--- config.mk ---
export PLATFORM = sky130hd
export DESIGN_NAME = spi_txn_sequencer
export DESIGN_NICKNAME = d
export VERILOG_FILES = /design/src/rtl/spi_seq_pkg.sv /design/src/rtl/sync_fifo.sv /design/src/rtl/spi_txn_sequencer.sv
export SDC_FILE = /design/constraint.sdc
export NUM_CORES = 1
export LEC_CHECK = 0
export CORE_UTILIZATION = 55
export CTS_CLUSTER_SIZE = 28
export DETAILED_ROUTE_END_ITERATION = 10
export DONT_BUFFER_PORTS = 1
export GPL_TIMING_DRIVEN = 0
export PLACE_DENSITY = 0.7
export REMOVE_ABC_BUFFERS = 1
export SYNTH_ARGS = -nofsm -noshare
export SYNTH_HDL_FRONTEND = slang
export SYNTH_SLANG_ARGS = --single-unit
--- constraint.sdc ---
create_clock -name clk -period 4.2 [get_ports clk]
set_input_delay 0 -clock clk [delete_from_list [all_inputs] [get_ports clk]]
set_output_delay 0 -clock clk [all_outputs]
set_load 0.01 [all_outputs]
--- src/rtl/spi_seq_pkg.sv ---
// Shared definitions for the SPI transaction sequencer: FSM states and the
// field layout of an 11-bit CPU command word {capture, dc, end_txn, byte}.
package spi_seq_pkg;

   // Command word layout
   localparam int CMD_W       = 11;
   localparam int CMD_CAPTURE = 10;
   localparam int CMD_DC      = 9;
   localparam int CMD_END     = 8;
   localparam int BYTE_W      = 8;

   // Value presented on the response port when nothing is queued
   localparam logic [BYTE_W-1:0] RSP_EMPTY = 8'hFF;

   // Sequencer states: decide, pulse start, let busy rise, wait for busy to fall
   typedef enum logic [1:0] {
      IDLE       = 2'd0,
      ISSUE      = 2'd1,
      WAIT_START = 2'd2,
      WAIT_DONE  = 2'd3
   } seq_state_t;

endpackage

--- src/rtl/sync_fifo.sv ---
// Single-clock FIFO with first-word fall-through read data. Pushes into a full
// FIFO and pops from an empty one are ignored, so callers may gate loosely.
// DEPTH must be a power of two so the pointers wrap on their own.
module sync_fifo #(
   parameter int WIDTH = 8,
   parameter int DEPTH = 4
) (
   input  logic                     clk,
   input  logic                     rst,
   input  logic                     push,
   input  logic                     pop,
   input  logic [WIDTH-1:0]         wr_data,
   output logic [WIDTH-1:0]         rd_data,
   output logic                     full,
   output logic                     empty,
   output logic [$clog2(DEPTH):0]   level
);

   localparam int AW = $clog2(DEPTH);
   localparam logic [AW-1:0] PTR_ONE    = AW'(1);
   localparam logic [AW:0]   CNT_ONE    = (AW+1)'(1);
   localparam logic [AW:0]   FULL_COUNT = (AW+1)'(DEPTH);

   logic [WIDTH-1:0] mem [DEPTH];
   logic [AW-1:0]    wr_ptr;
   logic [AW-1:0]    rd_ptr;
   logic [AW:0]      count;
   logic             do_push;
   logic             do_pop;

   assign full    = (count == FULL_COUNT);
   assign empty   = (count == '0);
   assign level   = count;
   assign rd_data = mem[rd_ptr];
   assign do_push = push && !full;
   assign do_pop  = pop && !empty;

   // Advance pointers and track occupancy; a simultaneous push and pop leaves the count alone
   always_ff @(posedge clk) begin
      if (rst) begin
         wr_ptr <= '0;
         rd_ptr <= '0;
         count  <= '0;
      end else begin
         if (do_push) begin
            wr_ptr <= wr_ptr + PTR_ONE;
         end
         if (do_pop) begin
            rd_ptr <= rd_ptr + PTR_ONE;
         end
         case ({do_push, do_pop})
            2'b10:   count <= count + CNT_ONE;
            2'b01:   count <= count - CNT_ONE;
            default: count <= count;
         endcase
      end
   end

   // Storage needs no reset; the occupancy count decides what is meaningful
   always_ff @(posedge clk) begin
      if (do_push) begin
         mem[wr_ptr] <= wr_data;
      end
   end

endmodule

--- src/rtl/spi_txn_sequencer.sv ---
// Queues CPU byte commands for spi_ctrl and plays them out one at a time:
// one start pulse per byte, wait for busy to drop, and optionally capture the
// received byte into a response queue the CPU reads back later. A capture byte
// is held back while the response queue is full so its data can never be lost.
module spi_txn_sequencer
   import spi_seq_pkg::*;
#(
   parameter int TX_DEPTH = 4,
   parameter int RX_DEPTH = 4
) (
   input  logic                        clk,
   input  logic                        rst,
   input  logic                        cmd_valid,
   input  logic [CMD_W-1:0]            cmd_data,
   output logic                        cmd_ready,
   input  logic                        rsp_read,
   output logic                        rsp_valid,
   output logic [BYTE_W-1:0]           rsp_data,
   output logic [$clog2(TX_DEPTH):0]   tx_level,
   output logic [$clog2(RX_DEPTH):0]   rx_level,
   output logic                        idle,
   output logic                        overflow,
   input  logic                        clr_overflow,
   output logic                        spi_start,
   output logic [BYTE_W-1:0]           spi_byte,
   output logic                        spi_dc,
   output logic                        spi_end_txn,
   input  logic                        spi_busy,
   input  logic [BYTE_W-1:0]           spi_rx_byte
);

   seq_state_t        state;
   seq_state_t        state_next;
   logic [CMD_W-1:0]  tx_head;
   logic [BYTE_W-1:0] rx_head;
   logic              tx_full;
   logic              tx_empty;
   logic              rx_full;
   logic              rx_empty;
   logic              tx_push;
   logic              tx_pop;
   logic              rx_push;
   logic              rx_pop;
   logic              capture_q;
   logic              drop;

   // Room is judged before any same-cycle issue pop, so a full queue always drops
   assign cmd_ready = !tx_full;
   assign tx_push   = cmd_valid && !tx_full;
   assign drop      = cmd_valid && tx_full;

   assign rsp_valid = !rx_empty;
   assign rsp_data  = rx_empty ? RSP_EMPTY : rx_head;
   assign rx_pop    = rsp_read && !rx_empty;

   assign idle      = (state == IDLE) && tx_empty;

   sync_fifo #(
      .WIDTH (CMD_W),
      .DEPTH (TX_DEPTH)
   ) u_tx_fifo (
      .clk     (clk),
      .rst     (rst),
      .push    (tx_push),
      .pop     (tx_pop),
      .wr_data (cmd_data),
      .rd_data (tx_head),
      .full    (tx_full),
      .empty   (tx_empty),
      .level   (tx_level)
   );

   sync_fifo #(
      .WIDTH (BYTE_W),
      .DEPTH (RX_DEPTH)
   ) u_rx_fifo (
      .clk     (clk),
      .rst     (rst),
      .push    (rx_push),
      .pop     (rx_pop),
      .wr_data (spi_rx_byte),
      .rd_data (rx_head),
      .full    (rx_full),
      .empty   (rx_empty),
      .level   (rx_level)
   );

   // Sequencer state register
   always_ff @(posedge clk) begin
      if (rst) begin
         state <= IDLE;
      end else begin
         state <= state_next;
      end
   end

   // Remember whether the byte in flight wants its received data kept
   always_ff @(posedge clk) begin
      if (rst) begin
         capture_q <= 1'b0;
      end else if (state == ISSUE) begin
         capture_q <= tx_head[CMD_CAPTURE];
      end
   end

   // Sticky overflow: a drop wins over a coincident clear
   always_ff @(posedge clk) begin
      if (rst) begin
         overflow <= 1'b0;
      end else if (drop) begin
         overflow <= 1'b1;
      end else if (clr_overflow) begin
         overflow <= 1'b0;
      end
   end

   // Next-state and per-state outputs; the byte fields are only driven during the start pulse
   always_comb begin
      state_next  = state;
      spi_start   = 1'b0;
      spi_byte    = '0;
      spi_dc      = 1'b0;
      spi_end_txn = 1'b0;
      tx_pop      = 1'b0;
      rx_push     = 1'b0;
      case (state)
         IDLE: begin
            if (!tx_empty && !(tx_head[CMD_CAPTURE] && rx_full)) begin
               state_next = ISSUE;
            end
         end
         ISSUE: begin
            spi_start   = 1'b1;
            spi_byte    = tx_head[BYTE_W-1:0];
            spi_dc      = tx_head[CMD_DC];
            spi_end_txn = tx_head[CMD_END];
            tx_pop      = 1'b1;
            state_next  = WAIT_START;
         end
         WAIT_START: begin
            state_next = WAIT_DONE;
         end
         WAIT_DONE: begin
            if (!spi_busy) begin
               rx_push    = capture_q;
               state_next = IDLE;
            end
         end
         default: begin
            state_next = IDLE;
         end
      endcase
   end

endmodule

### After elaboration in Yosys (flattened, before gate mapping)

Memories as Yosys holds them, arrays and structs flattened. A register that Yosys moved wholly into a read port is not among the register bits.
Index checks and enable logic that the tools add are counted.

* bits in writable memories: 76
* output and inout bits: 29
* register bits: 18
* logic and storage cells: 74
* memories kept: 2
* input bits: 25

* multiplexer cells: 22
* add/subtract/negate cells: 8
* reduce and logical (&&, ||, !) cells: 22
* equality and inequality tests: 11

Memories
* u_tx_fifo.mem: depth 4, bits a word 11, rd ports 1, clocked after memory_dff 1, write ports 1, RTL line sync_fifo.sv:24 `logic [WIDTH-1:0] mem [DEPTH];`
* u_rx_fifo.mem: depth 4, bits a word 8, rd ports 1, clocked after memory_dff 1, write ports 1, RTL line sync_fifo.sv:24

Operators with widths (number)
* two-way mux 8 bit: 2
* two-way mux 2 bit: 6
* one-hot mux 3 bit (2 select lines): 2
* two-way mux 1 bit: 11
* logical AND 1 bit: 10
* adder 2 x 1 -> 2 bit (second input constant): 4
* equality test 2 bit (second input constant): 4
* one-hot mux 2 bit (4 select lines): 1
* adder 3 x 1 -> 3 bit (second input constant): 2
* equality test 2 x 1 -> 1 bit (second input constant): 3
* equality test 3 bit (second input constant): 2
* logical NOT 3 bit: 2
* nonzero test 2 bit: 3
* subtractor 3 x 1 -> 3 bit (second input constant): 2
* logical NOT 1 bit: 5
* logical NOT 2 bit: 1
* != test 2 x 1 -> 1 bit (second input constant): 1
* != test 2 bit (second input constant): 1
* AND reduction 2 bit: 1

### Depth between registers and ports, before layout

Gate-level depths: netlist of the first run.

* depth in word-level cells: 6
* depth in mapped cells: 10
* depth with buffers taken out: 10

### Cells and area by module

From an unflattened synthesis of the first run, not the netlist that was laid out.

* cell total of the unflattened synthesis: 259
* area, all modules: 4101.4 µm²

Modules (own cells, without submodules)
* sync_fifo at u_tx_fifo: cells an instance 111, seq. area each 1501.4 µm², area each 2065.7 µm², times used 1
* sync_fifo at u_rx_fifo: cells an instance 96, seq. area each 1141.1 µm², area each 1635.3 µm², times used 1
* spi_txn_sequencer: cells an instance 52, seq. area each 80.1 µm², area each 400.4 µm², times used 1

### Worst setup path before layout of the first run

OpenSTA, ideal clock, no wires.

* path type: register to register
* from: register u_tx_fifo.count[2] (netlist: u_tx_fifo.level[2])
* to: register u_tx_fifo.count[2] (netlist: u_tx_fifo.level[2])
* required time: 4.130 ns
* buffers on the path: 1
* period minus slack after synthesis: 2.326 ns
* arrival time: 2.256 ns
* library setup time: 0.070 ns
* slack: 1.874 ns
* stages on the path, launching flop included: 10
* cells stage by stage: dfxtp_1 -> or3b_1 -> clkbuf_1 -> nand2_1 -> ha_1 -> inv_1 -> fa_1 -> xor2_1 -> or3_1 -> a21oi_1

* longest elaborated chain between the ends: 6
* elaborated cells on any way between the ends: 13
* classes of those cells: add/sub (2); eq/ne (3); mux (1); reduce/logical (7)

RTL lines
* start: declaration: RTL line sync_fifo.sv:27 `logic [AW:0] count;`
* start signal: assignment: RTL line sync_fifo.sv:52 `2'b10: count <= count + CNT_ONE;`
* start signal: assignment: RTL line sync_fifo.sv:53 `2'b01: count <= count - CNT_ONE;`
* start signal: assignment: RTL line sync_fifo.sv:54 `default: count <= count;`
* equality test 3 bit (*): RTL line sync_fifo.sv:31 `assign full = (count == FULL_COUNT);`
* logical NOT 1 bit (*)
* net cmd_ready: RTL line spi_txn_sequencer.sv:15 `output logic cmd_ready,`
* logical AND 1 bit: RTL line spi_txn_sequencer.sv:49 `assign tx_push = cmd_valid && !tx_full;`
* logical AND 1 bit (*): RTL line sync_fifo.sv:35 `assign do_push = push && !full;`
* equality test 2 x 1 -> 1 bit / equality test 2 bit (equally long branches): RTL line sync_fifo.sv:51 `case ({do_push, do_pop})`
* one-hot mux 3 bit (2 select lines) / nonzero test 2 bit (equally long branches)

The timed path passes the listed nets; every way through them passes the cells marked *.
A chain may end at the register's enable or synchronous reset.

### Worst setup path after layout of the first run

* from: register state[1]
* to: register u_tx_fifo.count[2] (netlist: u_tx_fifo.level[2])

* longest elaborated chain between the ends: 5
* elaborated cells on any way between the ends: 7
* classes of those cells: eq/ne (3); mux (2); reduce/logical (2)

RTL lines
* start: declaration: RTL line spi_txn_sequencer.sv:32 `seq_state_t state;`
* start signal: assignment: RTL line spi_txn_sequencer.sv:93 `state <= state_next;`
* equality test 2 x 1 -> 1 bit (*)
* two-way mux 1 bit (*)
* net spi_start: RTL line spi_txn_sequencer.sv:24 `output logic spi_start,`
* logical AND 1 bit (*): RTL line sync_fifo.sv:36 `assign do_pop = pop && !empty;`
* net u_tx_fifo.do_pop: RTL line sync_fifo.sv:29 `logic do_pop;`
* equality test 2 x 1 -> 1 bit / equality test 2 bit (equally long branches): RTL line sync_fifo.sv:51
* one-hot mux 3 bit (2 select lines) / nonzero test 2 bit (equally long branches)

Marks and branches as above.

==> impl_metrics.py, run 1 <==
metrics = {
    "synthesis": {
        "yosys_warnings": 0,
        "syn_area_per_cell_um2": 16.0,
        "synth-seq-cells": 98,
        "synth_top_area_cell": "edfxtp_1",
        "async_flop_share_pct": 0,
        "synth_cell_types": 40,
        "syn-instance-count": 256,
        "syn_area_um2": 4090,
        "synth_seq_area_share_pct": 66.6,
        "synthFlopType": "edfxtp_1",
        "synth_top_cell_area_share_pct": 55.9,
        "synth-edff-count": 76,
        "synth_area_leaders": "edfxtp_1 (56%), dfxtp_1 (11%), mux4_2 (10%), ha_1 (4.6%), and2_1 (1.7%)",
    },
    "placed_design": {
        "hpwl_um": 4140,
        "io_buffers": 0,
        "routabilityCongestion": 0.728,
    },
    "route": {
        "dr.pass1.iters": 4,
        "routed_wl_um": 6510,
        "postRouteAntennaNets": 0,
        "via_per_inst": 5.54,
        "avgRoutedWirePerCell_um": 16.9,
        "drc": 0,
        "drtIter0Drc": 90,
        "num_vias": 2140,
    },
    "status": {
        "outcome": "completed",
    },
    "job": {
        "cap_violations": 0,
    },
    "timing": {
        "final_hold_viol_count": 0,
        "slew_violations": 0,
        "setup_viol": 0,
        "max_slew_margin_pct": 34.1,
        "fin_crit_sh_pct": 62.9,
        "tightest_slew_ps": 980,
        "clock.fmax_mhz": 378,
        "setup-tns-final_ps": 0,
        "rsz0062_at_grt": "false",
        "hold_slack_ps": 55.3,
        "fin_skew_ps": 11.5,
        "finalCriticalPeriod_ps": 2640,
    },
    "worst_setup_path": {
        "r2r_start": "state[1]",
        "path_class": "reg -> reg",
        "endpoint": "u_tx_fifo.level[2]",
        "worstPathArrival_ps": 2920,
        "path_cells": "inv_1, ha_1, o31a_1, ha_1, inv_1, fa_1, xor2_1, or3_1, a21oi_1",
        "required_ps": 4470,
        "cp_max_fo": 14,
        "r2r-end": "u_tx_fifo.level[2]",
        "crit_slowest_cell": "ha_1",
        "cp-start-kind": "flop",
        "reg2reg_depth": 9,
        "cpPeakStageDelay_ps": 570,
        "worstSetupEndpointType": "flop",
        "crit_start": "state[1]",
        "reg2reg_slack_ps": 1560,
    },
    "final_layout": {
        "n_antenna_cell": 0,
        "nets": 324,
        "drive_gt1_share_pct": 15.7,
        "area_growth_syn_to_layout_pct": 13.0,
        "nFillCells": 535,
    },
    "die": {
        "fp.dieW_um": 88.2,
        "ioPinCount": 54,
        "dieArea_um2": 7780,
        "core_area_um2": 7210,
        "start_util_pct": 56.6,
        "die_h_um": 88.2,
        "core.rowCount": 31,
    },
    "clocking": {
        "post-cts-setup-buffers": 0,
        "h-tree-depth": 3,
        "clockRootBuffer": "clkbuf_8",
        "clk_latency_ps": 350,
        "cts.repair.resized": 0,
        "cts_buffer_depth": 2,
        "cts_tree": "done",
        "numCtsBuffers": 9,
        "cts_sinks": 98,
        "clk_pin_slew_ps": 90,
    },
    "grt": {
        "grt_pass1_vias": 2109,
        "overflow": 0,
        "antenna_found_initial": 0,
        "grt_max_degree": 22,
        "grt_usage_pct": 18.3,
        "grt_pass1_wl_um": 10300,
    },
    "pwr": {
        "irDropWorstVdd_uv": 341,
        "power_density_nw_per_um2": 465,
        "leakage_nw": 1.55,
    },
    "min_path": {
        "hp-start": "spi_busy",
        "hold_depth": 3,
        "hold_path.class": "in -> reg",
    },
}
-- metal layers --
metal / vias to the layer above / GRT usage [%] / part of all wire [%]
met4: 0 / 7.48 / 1.7
met1: 1068 / 27.1 / 49
met5: - / 0 / 0
met2: 47 / 26.6 / 45
li1: 1015 / - / -
met3: 10 / 3.68 / 4.0
-- sequential cells by signal, summed over array words and instances (netlist names), named ones only --
signal            cells
capture_q             1
u_rx_fifo.level       3
u_tx_fifo.rd_ptr      2
u_rx_fifo.rd_ptr      2
u_rx_fifo.wr_ptr      2
u_tx_fifo.level       3
u_tx_fifo.wr_ptr      2
overflow              1
u_tx_fifo.mem        44
u_rx_fifo.mem        32
state                 2
-- metrics by stage --
step                      setup slack [ps]  util (%)  cell area, um^2  cells  total power [mW]
after floorplan                       1910         -             4050    246              1.47
after global placement                1660      57.8             4170    345              1.53
after detailed placement              1600      57.8             4170    345              1.54
after CTS                             1570      64.0             4620    386              2.16
after global routing                  1320      64.0             4620    386              2.26
final                                 1560      64.0             4620    386              2.15
-- cells in the final DEF (no fill, tap or decap), drive strengths merged, types with 2 or more instances in the layout --
cell         count
or3              2
clkinvlp         2
a21oi            9
inv             17
clkinv           2
o21ai            5
o311ai           2
nand4            2
mux4            19
dfxtp           22
and2            11
or2              9
nor2            14
clkbuf           9
nand3            5
ha              15
fa               2
a21o             2
edfxtp          76
and3             8
nand2b           2
or3b             2
dlygate4sd3     25
xor2             7
or4              2
-- final cells by class --
cell class                 count  area [um^2]  share of cell area, %
multi-input combinational    133         1270                   27.4
clock buffer                   9          124                   2.68
clock inverter                 7         75.1                   1.63
sequential                    98         2720                   59.0
timing repair buffer          25          250                   5.42
tap                           99          124                   2.68
inverter                      15         56.3                   1.22
-- worst min path at each step --
| stage | to | slack, ps |
|---|---|---|
| 4_1_cts | u_rx_fifo.wr_ptr[0] | 40 |
| 6_report | u_rx_fifo.wr_ptr[0] | 60 |
| 3_3_place_gp | u_rx_fifo.level[2] | 70 |
| 2_1_floorplan | overflow | 70 |
| 5_1_grt | u_rx_fifo.wr_ptr[1] | 80 |
| 3_5_place_dp | u_rx_fifo.level[2] | 70 |
-- worst max-delay path: cells and delay by family (launching register included) --
kind,cells,cell delay (ps)
flops,1,350
xor+xnor,1,160
simple gates,1,310
buf+inv,2,180
fa+ha+maj,3,1140
compound gates,2,420
-- power by group --
group / internal [mW] / switching (mW)
Clock: 0.279 / 0.321
Combinational: 0.174 / 0.186
Sequential: 1.11 / 0.0759
Total: 1.56 / 0.584
-- cells in the mapped netlist, types with 2 or more instances --
| master | instances |
|---|---|
| buf_2 | 2 |
| or4_1 | 2 |
| mux4_2 | 19 |
| nand2b_1 | 2 |
| or2_2 | 9 |
| fa_1 | 2 |
| nand4_1 | 2 |
| nor2_1 | 14 |
| a21o_1 | 2 |
| o311ai_0 | 2 |
| clkbuf_1 | 7 |
| a21oi_1 | 9 |
| edfxtp_1 | 76 |
| o21ai_0 | 5 |
| dfxtp_1 | 22 |
| inv_1 | 15 |
| nand3_1 | 5 |
| or3_1 | 2 |
| ha_1 | 15 |
| xor2_1 | 7 |
| and2_1 | 11 |
| and3_1 | 8 |
-- timing repair --
item,4_1_cts,5_1_grt
hold buffers,25,0
endpoints found under the setup margin,0,0
hold endpoints to repair,98,0
-- cell families (layout without fill, tap and decap cells) --
logic type / after synthesis / after routing / share of synthesized area [%]
adder cells (fa/ha/maj): 17 / 17 / 5.57
AO/OA/AOI/OAI: 23 / 23 / 3.52
AND/OR/NAND/NOR: 65 / 65 / 9.46
multiplexers: 20 / 20 / 10.7
buffers and inverters: 25 / 56 / 2.36
XOR/XNOR: 8 / 8 / 1.72
flip-flops: 98 / 98 / 66.6
Note: power is estimated with default switching activity, not from simulation.
==> inputs of run 2 (changes only) <==
- ABC_AREA: not set -> 1
- clock period: 4.2 -> 2.8 ns (I/O delays scaled with it)
==> run 2 against run 1 <==
  * Fmax grew 20%
  * Power increased by 47%
  * Hold slack worse by 51 ps
  * Worst setup slack got worse by 950 ps
  * Critical path depth is 2 higher
  * Die area grew 1.8%
  * First-iteration DRC count up 12%
  * Sequential cell count is the same
  * Sequential power grew 47%
  * Utilization decreased by 0.42 points
==> impl_metrics.py, run 2 <==
metrics = {
    "status": {
        "outcome": "completed",
    },
    "synthesis": {
        "yosys-top-cells-count": "edfxtp_1 (76), nor2_1 (61), inv_1 (47)",
        "synthFlopType": "edfxtp_1",
        "yosys_warnings": 0,
        "yosysMostFrequentCell": "edfxtp_1",
        "syn_area_um2": 4160,
        "async_flop_share_pct": 0,
        "synth_top_area_cell": "edfxtp_1",
        "synth-edff-count": 76,
        "synth_area_leaders": "edfxtp_1 (55%), dfxtp_1 (11%), nor2_1 (5.5%), ha_1 (4.5%), inv_1 (4.2%)",
        "synth_top_cell_area_share_pct": 54.9,
        "synth_cell_types": 26,
        "syn-instance-count": 362,
        "synth_seq_area_share_pct": 65.4,
        "synth-seq-cells": 98,
        "syn_area_per_cell_um2": 11.5,
    },
    "final_layout": {
        "top_register": "u_tx_fifo.mem",
        "nFillCells": 595,
        "n_antenna_cell": 0,
        "reg_top3": "u_tx_fifo.mem x44, u_rx_fifo.mem x32",
        "nets": 428,
        "drive_gt1_share_pct": 7.16,
        "area_growth_syn_to_layout_pct": 11.5,
        "layout_commonest_cell": "edfxtp_1",
        "regArea_um2": 2720,
        "mostFrequentLayoutCells": "edfxtp_1 (76), nor2_1 (61), inv_1 (47), a21oi_1 (28), nand2_1 (25)",
        "multi_input_area_um2": 1180,
        "largest_reg_flops": 44,
    },
    "grt": {
        "grt_use_met1_pct": 24.7,
        "grt_busiest_layer": "met2",
        "grt_pass1_wl_um": 11000,
        "overflow": 0,
        "gr-usage-met2_pct": 31.0,
        "grt_pass1_vias": 2321,
        "met3_usage_pct": 4.80,
        "antenna_found_initial": 0,
        "grt_usage_pct": 19.3,
        "grt_max_degree": 25,
    },
    "worst_setup_path": {
        "cp_max_fo": 5,
        "path_class": "reg -> reg",
        "worstPathArrival_ps": 2460,
        "worstSetupEndpointType": "flop",
        "required_ps": 3060,
        "cp-start-kind": "flop",
    },
    "clocking": {
        "cts_tree": "done",
        "numCtsBuffers": 9,
        "h-tree-depth": 3,
        "clk_pin_slew_ps": 90,
        "clockRootBuffer": "clkbuf_8",
        "clk_latency_ps": 370,
        "cts_buffer_depth": 2,
        "cts_sinks": 98,
    },
    "die": {
        "core_area_um2": 7290,
        "fp.dieW_um": 89.0,
        "start_util_pct": 57.1,
        "ioPinCount": 54,
        "die_h_um": 89.0,
        "dieArea_um2": 7920,
        "core.rowCount": 31,
    },
    "route": {
        "num_vias": 2508,
        "avgRoutedWirePerCell_um": 14.7,
        "postRouteAntennaNets": 0,
        "routed_wl_um": 7190,
        "dr.pass1.iters": 4,
        "drtIter0Drc": 101,
        "drc": 0,
        "via_per_inst": 5.12,
    },
    "timing": {
        "final_hold_viol_count": 0,
        "fin_skew_ps": 7.04,
        "finalCriticalPeriod_ps": 2200,
        "rsz0062_at_grt": "false",
        "tightest_slew_ps": 1070,
        "hold_slack_ps": 4.61,
        "setup_viol": 0,
        "setup-tns-final_ps": 0,
        "max_slew_margin_pct": 28.1,
        "clock.fmax_mhz": 455,
        "worst_slack_ps": 604,
        "fin_crit_sh_pct": 78.4,
        "slew_violations": 0,
    },
    "pwr": {
        "leakage_nw": 1.63,
        "irDropWorstVdd_uv": 370,
        "power_density_nw_per_um2": 681,
    },
    "job": {
        "cap_violations": 0,
    },
    "placed_design": {
        "routabilityCongestion": 0.735,
        "dpl_worst_slack_ps": 634,
        "hpwl_um": 4420,
        "io_buffers": 0,
    },
    "min_path": {
        "hold_path.class": "in -> reg",
    },
}
==> run 2: changes by cell type after synthesis, moves of 6 or more <==
| cell | previous run | this run |
|---|---|---|
| o21ai_0 | 5 | 18 |
| mux2i_1 | 1 | 8 |
| a21oi_1 | 9 | 28 |
| and3_1 | 8 | 0 |
| and2_1 | 11 | 0 |
| nor2_1 | 14 | 61 |
| o21ai_1 | 0 | 15 |
| xor2_1 | 7 | 0 |
| nand2_1 | 1 | 25 |
| or2_2 | 9 | 0 |
| o211ai_1 | 0 | 16 |
| inv_1 | 15 | 47 |
| mux4_2 | 19 | 0 |
| clkbuf_1 | 7 | 1 |
==> run 2: what timing repair did <==
item	4_1_cts	5_1_grt
setup endpoints to repair	0	0
hold buffers	24	0
hold endpoints to repair	88	0
setup buffers	0	0
gates resized for setup	0	0
==> run 2: worst max-delay path, stage by stage, from the launching register on <==
cell     delay (ps)
dfxtp_1         350
inv_1           110
ha_1            340
nand2_1         120
inv_1            80
ha_1            150
inv_1            70
fa_1            390
a21oi_1         150
o21ai_0         120
o21ai_0         170
a21oi_1          50
==> run 2: per-stage QoR <==
stage	power [mW]	area (um^2)	cells	utilization, %
3_5_place_dp	2.30	4210	450	57.8
2_1_floorplan	2.16	4090	351	-
4_1_cts	3.18	4640	490	63.6
5_1_grt	3.32	4640	490	63.6
6_report	3.16	4640	490	63.6
3_3_place_gp	2.27	4210	450	57.8
==> run 2: worst paths after layout <==
kind,from,endpoint,slack [ps],depth (start not counted)
worst max register to register,state[1],u_tx_fifo.level[2],600,11
worst min-delay path,rst,state[1],5,3
worst min register to register,u_tx_fifo.rd_ptr[1],flop,470,2
worst max-delay path,state[1],u_tx_fifo.level[2],600,11
==> run 2: layer usage <==
metal	up-vias	routed length, um
met3	9	297
met2	48	3540
met1	1174	3230
li1	1277	-
met4	0	121
met5	-	0
==> run 2: kinds of logic after synthesis <==
| logic type | synth area share [%] |
|---|---|
| AO/OA/AOI/OAI | 10.2 |
| multiplexers | 1.92 |
| buffers and inverters | 6.17 |
| flip-flops | 65.4 |
| AND/OR/NAND/NOR | 10.8 |
| adder cells (fa/ha/maj) | 5.47 |
==> run 2: layout make-up <==
type / count / share of cell area [%]
Sequential cell: 98 / 58.7
Multi-Input combinational cell: 204 / 25.5
Tap cell: 99 / 2.67
Clock buffer: 9 / 2.67
Inverter: 49 / 3.97
Clock inverter: 7 / 1.32
Timing Repair Buffer: 24 / 5.18
==> run 2: power by group <==
part,switching (mW),internal [mW],leakage [nW]
logic,0.367,0.179,0.673
registers,0.0885,1.66,0.871
clock network,0.519,0.340,0.0888
